--- config.mk ---
export PLATFORM = sky130hd
export DESIGN_NAME = spi_master_9952
export DESIGN_NICKNAME = d
export VERILOG_FILES = /design/src/rtl/spi_9952_pkg.sv /design/src/rtl/spi_master_9952.sv
export SDC_FILE = /design/constraint.sdc
export NUM_CORES = 1
export LEC_CHECK = 0
export ABC_AREA = 1
export BUFFER_PORTS_ARGS = -buffer_cell sky130_fd_sc_hd__buf_2
export CORE_MARGIN = 2
export CORE_UTILIZATION = 42
export CTS_BUF_LIST = sky130_fd_sc_hd__clkbuf_2
export CTS_CLUSTER_DIAMETER = 30
export DETAILED_ROUTE_END_ITERATION = 12
export HOLD_SLACK_MARGIN = 0.12
export PLACE_DENSITY_LB_ADDON = 0.1
export SLEW_MARGIN = 40
export SYNTH_ARGS = -nofsm -noshare
export SYNTH_HDL_FRONTEND = slang
export SYNTH_SLANG_ARGS = --single-unit
export TNS_END_PERCENT = 100
--- constraint.sdc ---
create_clock -name clk -period 2.9 [get_ports clk]
set_input_delay 0.29 -clock clk [delete_from_list [all_inputs] [get_ports clk]]
set_output_delay 0.29 -clock clk [all_outputs]
set_load 0.01 [all_outputs]
--- src/rtl/spi_9952_pkg.sv ---
// rtl/spi_9952_pkg.sv - shared constants and state encoding for the AD9952 SPI master
package spi_9952_pkg;

    localparam int BYTE_W = 8;
    localparam int CNT_W  = 3;

    localparam logic [CNT_W-1:0] LAST_BIT = CNT_W'(BYTE_W - 1);

    typedef enum logic {
        ST_IDLE = 1'b0,
        ST_XFER = 1'b1
    } state_t;

endpackage

--- src/rtl/spi_master_9952.sv ---
// rtl/spi_master_9952.sv - byte-stream SPI master for the AD9952, SCLK = clk/2, MSB first
module spi_master_9952
    import spi_9952_pkg::*;
(
    input  logic              clk,
    input  logic              rst,
    input  logic              have_data,
    input  logic [BYTE_W-1:0] data_i,
    output logic              rdreq,
    output logic              mosi,
    output logic              sclk,
    output logic              cs_n,
    output logic              io_update,
    input  logic              miso,
    output logic [BYTE_W-1:0] miso_reg,
    output logic              wrreq,
    output logic              high_z,
    output logic              my_ena,
    output logic              my_state,
    output logic [CNT_W-1:0]  my_cnt_bit,
    output logic [BYTE_W-1:0] my_mosi_reg,
    output logic              my_load_cond
);

    state_t             state_q, state_d;
    logic               ena_q;
    logic [CNT_W-1:0]   cnt_q, cnt_d;
    logic [BYTE_W-1:0]  mosi_reg_q, mosi_reg_d;
    logic [BYTE_W-1:0]  rx_q, rx_d;
    logic [BYTE_W-1:0]  miso_reg_q, miso_reg_d;
    logic               cs_n_q, cs_n_d;
    logic               sclk_q, sclk_d;
    logic               mosi_q, mosi_d;
    logic               high_z_q, high_z_d;
    logic               rdreq_q, rdreq_d;
    logic               wrreq_q, wrreq_d;
    logic               io_q, io_d;

    logic               load_cond;
    logic               byte_end;
    logic [CNT_W-1:0]   next_idx;

    // Loads happen either from idle or exactly at the last bit, so bursts chain without a cs_n gap.
    assign load_cond = ena_q && have_data && ((state_q == ST_IDLE) || (cnt_q == LAST_BIT));
    assign byte_end  = (state_q == ST_XFER) && ena_q && (cnt_q == LAST_BIT);
    assign next_idx  = LAST_BIT - cnt_q - CNT_W'(1);

    always_ff @(posedge clk or negedge rst) begin
        if (!rst) begin
            state_q    <= ST_IDLE;
            ena_q      <= 1'b0;
            cnt_q      <= '0;
            mosi_reg_q <= '0;
            rx_q       <= '0;
            miso_reg_q <= '0;
            cs_n_q     <= 1'b1;
            sclk_q     <= 1'b0;
            mosi_q     <= 1'b0;
            high_z_q   <= 1'b1;
            rdreq_q    <= 1'b0;
            wrreq_q    <= 1'b0;
            io_q       <= 1'b0;
        end else begin
            state_q    <= state_d;
            ena_q      <= ~ena_q;
            cnt_q      <= cnt_d;
            mosi_reg_q <= mosi_reg_d;
            rx_q       <= rx_d;
            miso_reg_q <= miso_reg_d;
            cs_n_q     <= cs_n_d;
            sclk_q     <= sclk_d;
            mosi_q     <= mosi_d;
            high_z_q   <= high_z_d;
            rdreq_q    <= rdreq_d;
            wrreq_q    <= wrreq_d;
            io_q       <= io_d;
        end
    end

    always_comb begin
        state_d    = state_q;
        cnt_d      = cnt_q;
        mosi_reg_d = mosi_reg_q;
        rx_d       = rx_q;
        miso_reg_d = miso_reg_q;
        cs_n_d     = cs_n_q;
        sclk_d     = sclk_q;
        mosi_d     = mosi_q;
        high_z_d   = high_z_q;
        rdreq_d    = 1'b0;
        wrreq_d    = 1'b0;
        io_d       = 1'b0;

        // miso is sampled on the falling sclk edge, half a bit after the slave launched it.
        if ((state_q == ST_XFER) && ena_q) begin
            rx_d = {rx_q[BYTE_W-2:0], miso};
        end

        if (byte_end) begin
            miso_reg_d = {rx_q[BYTE_W-2:0], miso};
            wrreq_d    = 1'b1;
        end

        if (load_cond) begin
            rdreq_d    = 1'b1;
            mosi_reg_d = data_i;
            mosi_d     = data_i[BYTE_W-1];
            cnt_d      = '0;
            cs_n_d     = 1'b0;
            high_z_d   = 1'b0;
            sclk_d     = 1'b0;
            state_d    = ST_XFER;
        end else if (state_q == ST_XFER) begin
            if (!ena_q) begin
                sclk_d = 1'b1;
            end else if (cnt_q == LAST_BIT) begin
                state_d  = ST_IDLE;
                cs_n_d   = 1'b1;
                high_z_d = 1'b1;
                sclk_d   = 1'b0;
                mosi_d   = 1'b0;
                io_d     = 1'b1;
            end else begin
                sclk_d = 1'b0;
                cnt_d  = cnt_q + CNT_W'(1);
                mosi_d = mosi_reg_q[next_idx];
            end
        end
    end

    assign rdreq        = rdreq_q;
    assign mosi         = mosi_q;
    assign sclk         = sclk_q;
    assign cs_n         = cs_n_q;
    assign io_update    = io_q;
    assign miso_reg     = miso_reg_q;
    assign wrreq        = wrreq_q;
    assign high_z       = high_z_q;
    assign my_ena       = ena_q;
    assign my_state     = state_q;
    assign my_cnt_bit   = cnt_q;
    assign my_mosi_reg  = mosi_reg_q;
    assign my_load_cond = load_cond;

endmodule

Word-level counts from Yosys, hierarchy flattened
Index checks and enable logic that the tools add are counted.
Word-level totals
  logic and storage cells: 58
  input port bits: 12
  flip-flop bits (word level): 34
  output and inout bits: 29
Cells by class
  multiplexer cells: 27
  bitwise operators: 2
  add/subtract/negate cells: 3
  $lt $le $gt $ge: 1
  reductions and logical operators: 11
  eq/ne operators: 2
Operators with widths (count)
  $mux W1: 22
  $mux W3: 4
  $reduce_and A3 Y1: 2
  $reduce_bool A2 Y1: 3
  $logic_and A1 B1 Y1: 4
  $lt A3 B4 Y1 const B: 1
  $add A3 B1 Y3 const B: 1
  $bmux W1 S3: 1
  $eq A3 B3 Y1 const B: 1
  $sub A3 B1 Y3 const B: 1
  $sub A3 B3 Y3 const A: 1
  $ne A2 B2 Y1 const B: 1
  $not A1 Y1: 2
  $reduce_and A2 Y1: 1
  $logic_or A1 B1 Y1: 1

Logic depth before layout (Yosys ltp)
  depth after elaboration: 8
  mapped depth: 8
  gate-level depth less buffers: 8

Worst setup path before layout
No wires, ideal clock.
  kind: register to register
  from: reg cnt_q[0] (netlist: my_cnt_bit[0])
  to: reg mosi_q (netlist: mosi)
  library setup time: 0.073 ns
  arrival time: 1.512 ns
  required time: 2.827 ns
  stages on the path, launching flop included: 9
  buffers on the path: 1
  slack: 1.315 ns
  clock period less this slack: 1.585 ns
  path through: dfrtp_1 ha_1 ha_1 nor2_2 nor2_1 buf_6 nor2_1 nand3_1 a21oi_2
On the way
  elaborated cells between the ends (all ways): 14
  classes of those cells: 2 x add/sub; 1 x eq/ne; 6 x mux; 5 x reduce/logical
RTL lines
  from (decl): line spi_master_9952.sv:27  | logic [CNT_W-1:0] cnt_q, cnt_d;
  from (signal assigned): line spi_master_9952.sv:66  | cnt_q <= cnt_d;
  $eq A3 B3 Y1 *: line spi_master_9952.sv:44  | assign load_cond = ena_q && have_data && ((state_q == ST_IDLE) || (cnt_q == LAST_BIT));
  $logic_or A1 B1 Y1 *: line spi_master_9952.sv:44
  $logic_and A1 B1 Y1 *: line spi_master_9952.sv:44
  net my_load_cond: line spi_master_9952.sv:22  | output logic my_load_cond
  $reduce_bool A2 Y1 (no source line)
  $reduce_and A2 Y1 (no source line)
  to (signal assigned): line spi_master_9952.sv:72  | mosi_q <= mosi_d;
  to (decl): line spi_master_9952.sv:33  | logic mosi_q, mosi_d;
The timed path passes the listed nets; every way through them passes the cells marked *. The select of a mux whose other input is x is not followed.
A chain may end at the register's enable or synchronous reset.

Worst setup path in the final report
  from: reg cnt_q[0] (netlist: my_cnt_bit[0])
  to: out my_load_cond
On the way
  word-level cells in the longest chain between the ends: 3
Ends and longest elaborated chain (line)
  $eq A3 B3 Y1: spi_master_9952.sv:44
  $logic_or A1 B1 Y1: spi_master_9952.sv:44
  $logic_and A1 B1 Y1: spi_master_9952.sv:44
  to (decl): spi_master_9952.sv:22
No other way between the ends.

==> flow_summary.json <==
{
  "port_buffers": 40,
  "cts_resized": 0,
  "die_w_um": 62.51,
  "fin_util_pct": 54.57,
  "synth.avg_cell_area_um2": 9.275,
  "synth_xor_xnor_area_share_pct": 0.6092,
  "clock_power_share_pct": 13.0,
  "nNetsFinal": 223,
  "hold_class": "in -> reg",
  "clk_latency_ns": 0.37,
  "status": "complete, no violations",
  "nFillCells": 343,
  "critical_path.top_delay_family": "flip-flops",
  "drc_errors": 0,
  "antenna_found_initial": 0,
  "top_level_ports": 41,
  "cp_cell_sequence": "ha_1 -> ha_1 -> nor2_2 -> nor2_2 -> buf_2",
  "drive_gt1_share_pct": 31.10,
  "cp_slowest_stage_delay_ns": 0.54,
  "ant_nets": 0,
  "final_cell_mix": "nand2_1, buf_2, dfrtp_1",
  "synthAdderAreaFrac_pct": 2.611,
  "swShare_pct": 40.59,
  "busiest_layer": "met2",
  "seq_power_share_pct": 44.5,
  "use_met2_pct": 27.42,
  "cts.clk_slew.worst_paths_ns": 0.17,
  "tightest_slew_ns": 0.5177,
  "area_growth_pct": 25.67,
  "endpoint_kind": "primary output",
  "dpl_cell_area_mm2": 0.001662,
  "hold-worst-slack_ns": 0.1679,
  "slew_headroom_pct": 65.45,
  "grt_pass1_wl_um": 5147,
  "fp.dieH_um": 62.51,
  "cts_sinks": 34,
  "vias_per_cell": 4.471,
  "placed_cells": 237,
  "met3_usage_pct": 3.604,
  "p_per_area_mw_per_mm2": 953.4,
  "critPathArrivalTime_ns": 2.02,
  "layout_commonest_cell": "nand2_1",
  "path_class": "reg -> out",
  "max_freq_mhz": 433.1,
  "clockBufferDepth": 2,
  "cts_setup_buffers": 0,
  "synthSimpleGateAreaFrac_pct": 20.37,
  "p_sw_uw": 699.1,
  "row_count": 21,
  "setup_ws_ns": 0.5913,
  "drv_cap": 0,
  "cts_tree": "built",
  "ys_ff_latch": 34,
  "gp_congestion": 0.8016,
  "hpwlAfterDp_um": 2029,
  "peakVddDrop_uv": 345.9,
  "drtIter0Drc": 35,
  "fin_cells": 255,
  "critPathBufInv": 1,
  "final_area_mm2": 0.001807,
  "p_total_mw": 1.723,
  "intPower_mw": 1.023,
  "drt-pass1-iter-count": 4,
  "wl_um": 2875,
  "p_comb_share_pct": 42.5,
  "fin_crit_sh_pct": 79.61,
  "hold_viol": 0,
  "num_antenna_cells": 0,
  "synthMuxAreaShare_pct": 0,
  "syn-num-nets": 170,
  "cts-root-buf": "clkbuf_2",
  "setup-tns-final_ns": 0,
  "regArea_um2": 852.1,
  "avgRoutedWirePerCell_um": 11.27,
  "dpl_worst_slack_ns": 0.7353,
  "yosys_warnings": 0,
  "critPathLaunchType": "register",
  "synth-seq-area-share_pct": 59.27,
  "multiInputGateArea_um2": 483.0,
  "critPathRequiredTime_ns": 2.61,
  "vias": 1140,
  "slowest_stage": "dfrtp_1",
  "first_global_vias": 1190,
  "htreeDepth": 2,
  "setup_viol": 0,
  "rrSetupSlack_ns": 1.01,
  "grt_overflow_total": 0,
  "synth.distinct_cells": 21,
  "period_minus_slack_ns": 2.309,
  "p_leak_nw": 0.9953,
  "grt_max_degree": 35,
  "synth_compound_gate_area_share_pct": 9.835,
  "syn_inst": 155,
  "core_region_area_mm2": 0.003311,
  "track_usage_pct": 16.87,
  "crit_fanout": 12,
  "die_area_mm2": 0.003907,
  "synth_area_mm2": 0.001438,
  "drv_slew": 0,
  "clock_skew_ns": 0.01785,
  "synth_top_family_by_area": "simple AND/OR/NAND/NOR gates",
  "initial_core_util_pct": 43.42,
  "use_met1_pct": 20.43,
  "cts_buffers": 5,
  "rsz0062_at_grt": "no"
}
[synthesized netlist by cell type]
| library cell | n | area (µm²) |
|---|---|---|
| o211ai_1 | 1 | 7.510 |
| o21ai_0 | 10 | 50.05 |
| nand2_1 | 58 | 217.7 |
| ha_1 | 3 | 37.54 |
| inv_1 | 15 | 56.30 |
| o21ai_1 | 1 | 5.000 |
| a22o_1 | 1 | 8.760 |
| nor2_4 | 1 | 11.26 |
| nand2_2 | 1 | 6.260 |
| xor2_1 | 1 | 8.760 |
| buf_4 | 1 | 7.510 |
| a21oi_2 | 1 | 8.760 |
| nand3_1 | 5 | 25.02 |
| buf_6 | 2 | 22.52 |
| nor2_2 | 1 | 6.260 |
| inv_2 | 4 | 15.01 |
| nor2_1 | 7 | 26.28 |
| dfrtp_1 | 33 | 825.8 |
| o21ai_2 | 7 | 61.31 |
| dfstp_2 | 1 | 26.28 |
| clkbuf_1 | 1 | 3.750 |
[layer usage]
layer	up-vias	wire, µm
met4	0	82
li1	586	-
met2	30	1277
met5	-	0
met3	10	112
met1	514	1401
[power by group through the flow]
stage / registers (mW) / logic (mW) / clock network (mW)
6_report: 0.766 / 0.732 / 0.225
3_5_place_dp: 0.778 / 0.729 / 0
4_1_cts: 0.766 / 0.742 / 0.235
5_1_grt: 0.791 / 0.846 / 0.256
2_1_floorplan: 0.828 / 0.432 / 0
3_3_place_gp: 0.768 / 0.712 / 0
[final timing paths]
check | cells past startpoint | start | end
setup / recovery | 5 | my_cnt_bit[0] | my_load_cond
hold / removal | 3 | miso | miso_reg[0]
setup reg to reg | 7 | my_cnt_bit[0] | my_mosi_reg[0]
hold reg to reg | 2 | miso_reg[6] | miso_reg[6]
max in group asynchronous | 2 | rst | high_z
min in group asynchronous | 2 | rst | my_ena
[cells by family after synthesis]
group                      count (synthesis)
DFF                                       34
buffers and inverters                     23
xor gates and xnor gates                   1
adders and majority gates                  3
and+or+nand+nor                           73
AOI/OAI and AO/OA                         21
[repair_timing]
action / in CTS / in global routing
hold buffers: 10 / 0
hold endpoints to repair: 42 / 0
endpoints found under the setup margin: 0 / 0
[area by class of cell]
cell class | instances | area share [%]
Multi-Input combinational cell | 98 | 26.73
Sequential cell | 34 | 47.16
Clock buffer | 8 | 2.216
Timing Repair Buffer | 50 | 16.76
Inverter | 19 | 3.947
Tap cell | 46 | 3.186
[worst min-delay path, stage by stage]
cell and delay [ns]:
buf_2 0.09, inv_1 0.07, o21ai_2 0.06
Power figures use the tool's default switching activity.
